### src/rtl/config_frame_sequencer_pkg.sv
// Shared fabric configuration definitions: sequencer state encoding and the
// default synchronisation word.
package config_frame_sequencer_pkg;

  localparam logic [1:0] ST_DESYNC = 2'd0;
  localparam logic [1:0] ST_ADDR   = 2'd1;
  localparam logic [1:0] ST_DATA   = 2'd2;
  localparam logic [1:0] ST_COMMIT = 2'd3;

  localparam logic [31:0] SYNC_WORD_DEFAULT = 32'hFAB0_FAB1;

endpackage

### src/rtl/config_frame_sequencer.sv
// Configuration frame sequencer: syncs on a magic word, then loads one frame
// address plus one data word per row and pulses LongFrameStrobe to commit.
module config_frame_sequencer
  import config_frame_sequencer_pkg::*;
#(
  parameter int NumberOfRows    = 8,
  parameter int RowSelectWidth  = 5,
  parameter int FrameBitsPerRow = 32,
  parameter int desync_flag     = 20,
  parameter logic [FrameBitsPerRow-1:0] SyncWord = FrameBitsPerRow'(SYNC_WORD_DEFAULT)
) (
  input  logic                       CLK,
  input  logic                       resetn,
  input  logic [FrameBitsPerRow-1:0] WriteData,
  input  logic                       WriteStrobe,
  output logic [FrameBitsPerRow-1:0] ConfigWriteData,
  output logic [RowSelectWidth-1:0]  RowSelect,
  output logic [FrameBitsPerRow-1:0] FrameAddressRegister,
  output logic                       LongFrameStrobe,
  output logic                       ConfigActive
);

  localparam logic [RowSelectWidth-1:0] LAST_ROW = RowSelectWidth'(NumberOfRows);
  localparam logic [RowSelectWidth-1:0] FIRST_ROW = RowSelectWidth'(1);

  logic [1:0]                 r_state;
  logic [RowSelectWidth-1:0]  r_row_cnt;
  logic [FrameBitsPerRow-1:0] r_pend_word;
  logic                       r_pend_vld;
  logic [FrameBitsPerRow-1:0] r_cfg_data;
  logic [FrameBitsPerRow-1:0] r_frame_addr;
  logic [RowSelectWidth-1:0]  r_row_sel;
  logic                       r_long_strobe;

  logic                       w_in_commit;
  logic                       w_word_vld;
  logic [FrameBitsPerRow-1:0] w_word;

  // A held word always goes first; the live strobe then takes its place.
  assign w_in_commit = (r_state == ST_COMMIT);
  assign w_word_vld  = !w_in_commit && (r_pend_vld || WriteStrobe);
  assign w_word      = r_pend_vld ? r_pend_word : WriteData;

  // NOTE: non-blocking assignments so every register sees pre-edge values,
  // and the pending word is cleared on reset because it is live control state.
  always_ff @(posedge CLK or negedge resetn) begin
    if (!resetn) begin
      r_state       <= ST_DESYNC;
      r_row_cnt     <= '0;
      r_pend_word   <= '0;
      r_pend_vld    <= 1'b0;
      r_cfg_data    <= '0;
      r_frame_addr  <= '0;
      r_row_sel     <= '0;
      r_long_strobe <= 1'b0;
    end else begin
      r_row_sel     <= '0;
      r_long_strobe <= 1'b0;

      if (w_in_commit) begin
        if (WriteStrobe && !r_pend_vld) begin
          r_pend_word <= WriteData;
          r_pend_vld  <= 1'b1;
        end
      end else if (r_pend_vld) begin
        r_pend_vld  <= WriteStrobe;
        r_pend_word <= WriteStrobe ? WriteData : '0;
      end

      case (r_state)
        ST_DESYNC: begin
          if (w_word_vld && (w_word == SyncWord)) r_state <= ST_ADDR;
        end
        ST_ADDR: begin
          if (w_word_vld) begin
            if (w_word[desync_flag]) begin
              r_state <= ST_DESYNC;
            end else begin
              r_frame_addr <= w_word;
              r_row_cnt    <= FIRST_ROW;
              r_state      <= ST_DATA;
            end
          end
        end
        ST_DATA: begin
          // Data words are loaded verbatim, never decoded as sync/desync.
          if (w_word_vld) begin
            r_cfg_data <= w_word;
            r_row_sel  <= r_row_cnt;
            if (r_row_cnt == LAST_ROW) begin
              r_row_cnt <= '0;
              r_state   <= ST_COMMIT;
            end else begin
              r_row_cnt <= r_row_cnt + 1'b1;
            end
          end
        end
        ST_COMMIT: begin
          r_long_strobe <= 1'b1;
          r_state       <= ST_ADDR;
        end
        default: r_state <= ST_DESYNC;
      endcase
    end
  end

  assign ConfigWriteData      = r_cfg_data;
  assign RowSelect            = r_row_sel;
  assign FrameAddressRegister = r_frame_addr;
  assign LongFrameStrobe      = r_long_strobe;
  assign ConfigActive         = (r_state != ST_DESYNC);

endmodule

### config.mk
export PLATFORM = sky130hd
export DESIGN_NAME = config_frame_sequencer
export DESIGN_NICKNAME = d
export VERILOG_FILES = /design/src/rtl/config_frame_sequencer_pkg.sv /design/src/rtl/config_frame_sequencer.sv
export SDC_FILE = /design/constraint.sdc
export NUM_CORES = 1
export LEC_CHECK = 0
export CORE_MARGIN = 2
export CORE_UTILIZATION = 30
export CTS_CLUSTER_DIAMETER = 30
export CTS_CLUSTER_SIZE = 40
export DETAILED_ROUTE_END_ITERATION = 8
export PLACE_DENSITY = 0.49
export RECOVER_POWER = 25
export SYNTH_ARGS = -nofsm -noshare
export SYNTH_HDL_FRONTEND = slang
export SYNTH_SLANG_ARGS = --single-unit
export TNS_END_PERCENT = 1
### constraint.sdc
create_clock -name CLK -period 2.6 [get_ports CLK]
set_input_delay 0.52 -clock CLK [delete_from_list [all_inputs] [get_ports CLK]]
set_output_delay 0.52 -clock CLK [all_outputs]
set_load 0.005 [all_outputs]
==> results of run 1 <==
[critical path, cell delays in order]
cell	delay [ns]
clkdlybuf4s50_1	0.42
or4_1	0.54
nor3_1	0.21
buf_4	0.14
o221ai_1	0.14
a2111oi_2	0.24
o21ai_1	0.15
mux2i_1	0.15
[sequential cells by signal (all words and copies together), names as in the netlist]
name,flops
r_state,2
RowSelect,5
r_pend_word,32
ConfigWriteData,32
r_pend_vld,1
FrameAddressRegister,31
LongFrameStrobe,1
r_row_cnt,5
[Yosys cell counts]
cell type    n
o31ai_1      2
and3_1       6
inv_1        6
buf_6        1
clkbuf_1    23
or2_2        2
mux2i_1     32
nand3b_1     1
nor2_1      40
o21ai_0     69
a2111oi_2    1
o22ai_1      1
mux2_2       2
buf_2        1
o221ai_1     1
and2_1       2
o2111ai_1    1
nor3_1       2
nor4bb_1     2
buf_1        4
or4b_1       1
or4_1        3
nor4_1       2
buf_4        1
nand2_1    105
nand4_1      4
nand4b_1     2
nand3_1      5
dfrtp_1    109
a21o_1       1
o21ai_1      2
conb_1       1
a22oi_1      1
nand2b_1     3
nor2b_1      3
ha_1         7
a21oi_1     36
a32o_1       1
[power groups by stage]
| stage | Clock [uW] | Sequential, uW | Combinational (uW) |
|---|---|---|---|
| 4_1_cts | 1610 | 2950 | 2760 |
| 2_1_floorplan | 0 | 2900 | 1240 |
| 3_3_place_gp | 0 | 2950 | 2690 |
| 3_5_place_dp | 0 | 2980 | 2750 |
| 5_1_grt | 1680 | 3050 | 3030 |
| 6_report | 1560 | 2940 | 2700 |
[final timing paths]
path / endpoint / slack [ns] / depth (start not counted)
hold reg to reg: FrameAddressRegister[14]$_DFFE_PN0P_ / 0.48 / 2
max in group asynchronous: ConfigWriteData[26]$_DFFE_PN0P_ / 0.55 / 2
setup / recovery: r_state[1]$_DFFE_PN0P_ / 0.31 / 8
hold / removal: ConfigWriteData[12]$_DFFE_PN0P_ / 0.40 / 1
min in group CLK: FrameAddressRegister[14]$_DFFE_PN0P_ / 0.48 / 2
setup reg to reg: r_state[1]$_DFFE_PN0P_ / 0.39 / 7
[stage by stage]
step | worst slack, ns | instances | utilization | TNS [ns]
floorplan | 0.6779 | 486 | - | 0
global placement | 0.02213 | 787 | 0.3979 | 0
detailed placement | -0.04272 | 787 | 0.3979 | -0.07900
CTS | 0.3153 | 803 | 0.4202 | 0
global route | 0.1055 | 803 | 0.4185 | 0
finish | 0.3132 | 803 | 0.4185 | 0
[layer usage]
layer	track usage	vias to the layer above	part of all wire
met2	0.2464	72	0.46
met5	0	-	0
met3	0.02519	13	0.032
met1	0.2217	1782	0.49
li1	-	1857	-
met4	0.06325	0	0.015
[logic make-up after synthesis]
| logic type | Yosys count | synth area share |
|---|---|---|
| flip-flops | 109 | 0.5781 |
| AND/OR/NAND/NOR | 183 | 0.1684 |
| multiplexers | 34 | 0.07266 |
| adder cells (fa/ha/maj) | 7 | 0.01856 |
| buffers and inverters | 36 | 0.03129 |
| other | 1 | 0.0007948 |
| AO/OA/AOI/OAI | 116 | 0.1302 |
[final cells by class]
| type | instances | area (um^2) |
|---|---|---|
| Multi-Input combinational cell | 341 | 1847 |
| Timing Repair Buffer | 120 | 1184 |
| Clock inverter | 6 | 111.4 |
| Clock buffer | 10 | 229.0 |
| Sequential cell | 109 | 2729 |
| Inverter | 6 | 22.52 |
| Fill cell | 1496 | 8872 |
| Tap cell | 211 | 264.0 |
==> flow_summary.json, run 1 <==
{
  "status": "completed",
  "clock_latency_ns": 0.35,
  "power_density_mw_per_mm2": 1128,
  "fp.coreArea_mm2": 0.01526,
  "ys_top_cells_by_area": "dfrtp_1 (58%), nand2_1 (8.4%), o21ai_0 (7.3%), mux2i_1 (6.8%), a21oi_1 (3.8%)",
  "io_pins": 106,
  "nNetsFinal": 629,
  "relSlewSlack": 0.2131,
  "seqPwrFrac": 0.408,
  "drv_slew": 0,
  "endpoint_kind": "register",
  "first_pass_iters": 4,
  "max_freq_mhz": 437.3,
  "hp-class": "input port to async pin",
  "ant_nets": 0,
  "syn_area_per_cell_um2": 9.708,
  "postPlaceCellArea_mm2": 0.006071,
  "cts_sinks": 109,
  "clk_pin_slew_worst_paths_ns": 0.08,
  "worstSetupStartpoint": "WriteData[10]",
  "clockRootBuffer": "clkbuf_16",
  "synth-seq-area-share": 0.5781,
  "p_comb_frac": 0.375,
  "worst_pin_slew_ns": 1.180,
  "drc": 0,
  "grt_max_degree": 55,
  "area_growth_syn_to_layout_pct": 35.35,
  "postCtsSetupBuffers": 0,
  "viasPerCell": 4.638,
  "p_int_uw": 4851,
  "leakage_uw": 0.002733,
  "yosysTopAreaCellShare": 0.5781,
  "p_sw_frac": 0.3268,
  "yosysUniqueCellTypes": 38,
  "grt_pass1_wl_um": 20290,
  "cp_max_fo": 2,
  "avgRoutedWirePerCell_um": 15.84,
  "grt_pass1_vias": 3705,
  "cp_data_arrival_time_ns": 2.52,
  "synth_seq_cells": 109,
  "die_w_um": 129.4,
  "peakVddDrop_v": 0.0003869,
  "place.gp.congestion": 0.7677,
  "setup_violations": 0,
  "final_cell_area_mm2": 0.006386,
  "wirelength_um": 12720,
  "synth_fp_nets": 528,
  "power_frac_clock": 0.217,
  "die_y_um": 129.4,
  "grt_overflow": 0,
  "initial_utilization": 0.3092,
  "rsz0062_at_grt": "no",
  "yosys.area.top_type": "dfrtp_1",
  "n_antenna_cell": 0,
  "yosys_warnings": 0,
  "final_cell_mix": "dfrtp_1 (108), nand2_1 (104), clkdlybuf4s50_1 (103)",
  "cts_hold_buf": 0,
  "dr_total_vias": 3724,
  "dr.first_iter.drc_count": 238,
  "total_power_uw": 7206,
  "fp-row-count": 45,
  "switchingPower_uw": 2355,
  "finClkSkew_ns": 0.009723,
  "hold-worst-slack_ns": 0.4006,
  "syn-cell-area_mm2": 0.004718,
  "antenna_found_initial": 0,
  "syn_inst": 486,
  "worstSetupPathType": "input port to register",
  "grtUsageTotal": 0.1582,
  "die_area_mm2": 0.01675,
  "fin_crit_ns": 2.287,
  "h-tree-depth": 3,
  "max_cap_violations": 0,
  "r2r-start": "r_pend_vld$_DFFE_PN0P_",
  "hold_viol_final": 0,
  "dp_hpwl_um": 9051,
  "cts_buffers": 9,
  "cts_tree": "done",
  "final_common_cell": "dfrtp_1",
  "critPathLaunchType": "input port",
  "cts_resized": 0,
  "io_buffers": 104,
  "clock_path_buffers": 2,
  "required_ns": 2.83,
  "layout-drive-gt1-share": 0.06419,
  "finalCritPeriodShare": 0.8795
}
Power figures use the tool's default switching activity.
==> inputs of run 2 (changes only) <==
PLACE_DENSITY = 0.51   (was 0.49)
clock period = 1.9 ns   (was 2.6 ns; I/O delays follow)
==> run 2 against run 1 <==
- the flow now finishes with violations (negative setup slack)
- sequential power is 35% higher
- combinational power is 51% higher
- global-route usage is 0.35 points higher
- core utilization grew 2.3 points
- first-iteration DRC count fell by 22%
- non-clock buffer count up 36
- worst setup slack worse by 0.45 ns
- cell count up 4.5%
- hold slack gained 0.047 ns
- die area stayed put
- clock power is 15% higher
- critical endpoint unchanged
- largest power group is now combinational logic
- highest routed layer unchanged
==> flow_summary.json, run 2 (synthesized netlist as in run 1, its figures left out) <==
{
  "worst_pin_slew_ns": 0.8421,
  "n_antenna_cell": 0,
  "first_pass_iters": 4,
  "use_met2": 0.2514,
  "finClkSkew_ns": 0.008751,
  "final_common_cell": "dfrtp_1",
  "cp_data_arrival_time_ns": 2.27,
  "initial_utilization": 0.3092,
  "endpoint_kind": "register",
  "power_density_mw_per_mm2": 1463,
  "status": "complete, but fails checks",
  "dr.first_iter.drc_count": 186,
  "cts_sinks": 109,
  "holdCritStartpoint": "WriteData[6]",
  "dp_cells": 822,
  "grt_pass1_wl_um": 20830,
  "r2r_cells": 6,
  "grtUsageMet3": 0.03055,
  "grt_pass1_vias": 3891,
  "clockRootBuffer": "clkbuf_16",
  "die_area_mm2": 0.01675,
  "grtUsageTotal": 0.1617,
  "peakVddDrop_v": 0.0005698,
  "dr_total_vias": 3866,
  "avgRoutedWirePerCell_um": 15.28,
  "hold_viol_final": 0,
  "rsz0062_at_grt": "yes",
  "clk_pin_slew_worst_paths_ns": 0.07,
  "final_util": 0.4418,
  "grt_overflow": 0,
  "stdcell_count": 839,
  "clock_path_buffers": 2,
  "drc": 0,
  "viasPerCell": 4.608,
  "worstSetupPathType": "register to register",
  "grt_busiest_layer": "met2",
  "place.gp.congestion": 0.8127,
  "io_buffers": 104,
  "max_freq_mhz": 490.0,
  "gr-usage-met1": 0.2268,
  "ant_nets": 0,
  "fp-row-count": 45,
  "max_cap_violations": 0,
  "violations": "negative setup slack",
  "worstSetupStartpoint": "r_pend_vld$_DFFE_PN0P_",
  "required_ns": 2.13,
  "fin_crit_ns": 2.041,
  "final_cell_mix": "dfrtp_1 (108), nand2_1 (104), clkdlybuf4s50_1 (100)",
  "nNetsFinal": 665,
  "h-tree-depth": 3,
  "n_fill_cell": 1461,
  "die_w_um": 129.4,
  "antenna_found_initial": 0,
  "critPathLaunchType": "register",
  "leakage_uw": 0.002955,
  "clock_latency_ns": 0.35,
  "finalCritPeriodShare": 1.074,
  "fin_ws_ns": -0.1409,
  "holdPathStages": 4,
  "cts_buffers": 9,
  "hp-class": "input port to register",
  "relSlewSlack": 0.4386,
  "grt_max_degree": 47,
  "setup_violations": 4,
  "fp.coreArea_mm2": 0.01526,
  "layout-drive-gt1-share": 0.1354,
  "drv_slew": 0,
  "wirelength_um": 12820,
  "fin_setup_tns_ns": -0.3161,
  "cp_max_fo": 4,
  "io_pins": 106,
  "area_growth_syn_to_layout_pct": 42.88,
  "die_y_um": 129.4,
  "r2r-start": "r_pend_vld$_DFFE_PN0P_",
  "dp_hpwl_um": 9333,
  "cts_tree": "done"
}
==> run 2: cell types whose count changed in the layout (fill, tap and decap cells not counted), sizes merged, moves of 2 or more <==
cell,before,now
buf,13,49
bufinv,3,0
clkdlybuf4s50,103,100
inv,6,9
dlymetal6s2s,0,2
==> run 2: report_power, final <==
group	switching [uW]	total [uW]	internal, uW
clock	891	1790	904
combinational	1810	4090	2280
sequential	636	3980	3350
total	3330	9870	6530
==> run 2: routing by layer <==
layer | wire [um] | up-vias
li1 | - | 1916
met1 | 6109 | 1850
met2 | 5945 | 84
met3 | 530 | 16
met4 | 233 | 0
met5 | 0 | -
==> run 2: worst max-delay path: stages (launching register included) <==
cell       delay [ns]
dfrtp_2          0.44
or4_4            0.57
nor3_4           0.22
o221ai_2         0.13
a2111oi_4        0.30
o21ai_2          0.13
mux2i_1          0.13
==> run 2: cell type report <==
class,count,area (um^2),share of cell area
clock inverter,6,45.04,0.006682
timing repair buffer,156,1536,0.2279
multi-input combinational,341,1916,0.2842
tap,211,264.0,0.03916
sequential,109,2729,0.4048
clock buffer,10,229.0,0.03396
inverter,6,22.52,0.003341
==> run 2: stage by stage <==
step / setup WS, ns / cell area (um^2) / total power, uW / hold WS, ns
2_1_floorplan: 0.02896 / 4718 / 5671 / 0.08441
3_3_place_gp: -0.5276 / 6396 / 8008 / 0.3548
3_5_place_dp: -0.5889 / 6396 / 8114 / 0.3591
4_1_cts: -0.1082 / 6706 / 9970 / 0.4867
5_1_grt: -0.2540 / 6741 / 10670 / 0.4771
6_report: -0.1409 / 6741 / 9865 / 0.4480
==> run 2: repair_timing <==
item / CTS / global route
gates resized for setup: 8 / 15
pin swaps: 1 / 6
hold endpoints to repair: 29 / 0
buffers inserted: 0 / 1
hold buffers: 1 / 0
endpoints found under the setup margin: 4 / 31
==> run 2: worst paths after layout <==
check	slack [ns]	endpoint
max in group asynchronous	0.20	ConfigWriteData[9]$_DFFE_PN0P_
setup reg to reg	-0.14	r_state[1]$_DFFE_PN0P_
setup / recovery	-0.14	r_state[1]$_DFFE_PN0P_
hold reg to reg	0.48	FrameAddressRegister[25]$_DFFE_PN0P_
min in group asynchronous	0.67	RowSelect[4]$_DFF_PN0_
hold / removal	0.45	r_pend_word[6]$_DFFE_PN0P_
==> inputs of run 3 (changes only) <==
CTS_BUF_LIST = sky130_fd_sc_hd__clkbuf_2   (was unset)
==> run 3 against run 2 <==
- critical endpoint unchanged
- cell count grew 0.60%
- critical path type unchanged
- the flow still finishes with violations (negative setup slack)
- global-route usage grew 0.19 points
- sequential share of layout area grew 1.4 points
==> flow_summary.json, run 3 (synthesized netlist as in run 1, its figures left out) <==
{
  "n_antenna_cell": 0,
  "leakage_uw": 0.003047,
  "hold_viol_final": 0,
  "grt_overflow": 0,
  "antenna_found_initial": 0,
  "drv_slew": 0,
  "io_pins": 106,
  "place.gp.congestion": 0.8127,
  "clockRootBuffer": "clkbuf_2",
  "dp_hpwl_um": 9333,
  "endpoint_kind": "register",
  "max_freq_mhz": 504.4,
  "fin_setup_tns_ns": -0.1572,
  "clock_path_buffers": 2,
  "grt_max_degree": 47,
  "finClkSkew_ns": 0.04216,
  "ant_nets": 0,
  "die_y_um": 129.4,
  "viasPerCell": 4.592,
  "grtUsageTotal": 0.1636,
  "required_ns": 2.42,
  "dp_cells": 822,
  "die_w_um": 129.4,
  "fin_ws_ns": -0.08274,
  "clock_latency_ns": 0.63,
  "stdcell_count": 844,
  "final_cell_mix": "dfrtp_1 (108), nand2_1 (104), dlygate4sd2_1 (69)",
  "r2r_cells": 8,
  "status": "complete, but fails checks",
  "hp-class": "input port to register",
  "fp.coreArea_mm2": 0.01526,
  "io_buffers": 104,
  "cts_sinks": 109,
  "violations": "negative setup slack",
  "cts_buffers": 9,
  "relSlewSlack": 0.4467,
  "clk_pin_slew_worst_paths_ns": 0.28,
  "worstSetupPathType": "register to register",
  "drc": 0,
  "finalCritPeriodShare": 1.044,
  "h-tree-depth": 3,
  "dr.first_iter.drc_count": 175,
  "fp-row-count": 45,
  "peakVddDrop_v": 0.0004809,
  "initial_utilization": 0.3092,
  "first_pass_iters": 4,
  "grt_pass1_vias": 3920,
  "critPathLaunchType": "register",
  "avgRoutedWirePerCell_um": 15.26,
  "grt_pass1_wl_um": 21080,
  "final_common_cell": "dfrtp_1",
  "worst_pin_slew_ns": 0.8300,
  "setup_violations": 2,
  "cp_max_fo": 8,
  "fin_crit_ns": 1.983,
  "power_density_mw_per_mm2": 1338,
  "cts_tree": "done",
  "nNetsFinal": 670,
  "rsz0062_at_grt": "yes",
  "max_cap_violations": 0,
  "wirelength_um": 12880,
  "dr_total_vias": 3876,
  "cp_data_arrival_time_ns": 2.50,
  "n_fill_cell": 1513,
  "layout-drive-gt1-share": 0.1517,
  "holdPathStages": 3,
  "die_area_mm2": 0.01675,
  "area_growth_syn_to_layout_pct": 38.21
}
[run 3: per-layer routing]
metal | global-route usage | vias up | wire length (um)
met5 | 0 | - | 0
met4 | 0.05756 | 0 | 231
met3 | 0.03220 | 14 | 648
met2 | 0.2557 | 87 | 5983
met1 | 0.2280 | 1844 | 6014
li1 | - | 1931 | -
[run 3: cell type report]
| cell class | count | area, um^2 | share of cell area |
|---|---|---|---|
| Clock buffer | 10 | 50.05 | 0.007675 |
| Sequential cell | 109 | 2729 | 0.4185 |
| Multi-Input combinational cell | 341 | 1932 | 0.2962 |
| Inverter | 6 | 27.53 | 0.004221 |
| Timing Repair Buffer | 161 | 1474 | 0.2260 |
| Tap cell | 211 | 264.0 | 0.04048 |
| Clock inverter | 6 | 45.04 | 0.006907 |
[run 3: final timing paths]
check,startpoint,endpoint,slack (ns)
worst min register to register,FrameAddressRegister[25]$_DFFE_PN0P_,FrameAddressRegister[25]$_DFFE_PN0P_,0.51
worst min-delay path,WriteData[2],r_pend_word[2]$_DFFE_PN0P_,0.30
worst max register to register,r_pend_vld$_DFFE_PN0P_,r_state[1]$_DFFE_PN0P_,-0.08
min in group asynchronous,resetn,RowSelect[4]$_DFF_PN0_,0.33
max in group asynchronous,resetn,ConfigWriteData[24]$_DFFE_PN0P_,0.28
worst max-delay path,r_pend_vld$_DFFE_PN0P_,r_state[1]$_DFFE_PN0P_,-0.08
[run 3: critical path, stage by stage (launching register included)]
cell and delay [ns]:
dfrtp_2 0.49, buf_6 0.15, nand2b_1 0.17, nor4_2 0.17, buf_4 0.16, o2111ai_2 0.16, a2111oi_4 0.32, o21ai_2 0.12
mux2i_1 0.13
[run 3: what timing repair did]
action,in CTS,in global routing
pin swaps,7,3
gates resized for setup,91,13
endpoints found under the setup margin,74,75
setup buffers,5,1
hold endpoints to repair,63,0
hold buffers,1,0
[run 3: metrics by stage]
stage	util	hold slack, ns	worst slack [ns]	cell area, um^2	total power [uW]
5_1_grt	0.4274	0.2640	-0.1801	6521	9543
2_1_floorplan	-	0.08441	0.02896	4718	5671
3_3_place_gp	0.4192	0.3548	-0.5276	6396	8008
3_5_place_dp	0.4192	0.3591	-0.5889	6396	8114
4_1_cts	0.4271	0.1719	-0.08607	6516	8836
6_report	0.4274	0.3046	-0.08274	6521	8722
[run 3: power breakdown]
group          total [uW]  switching (uW)  leakage, uW  internal [uW]
registers            3940             610      0.00136           3330
clock network        1010             816    0.0000671            193
logic                3770            1850      0.00162           1920
total                8720            3280      0.00305           5450
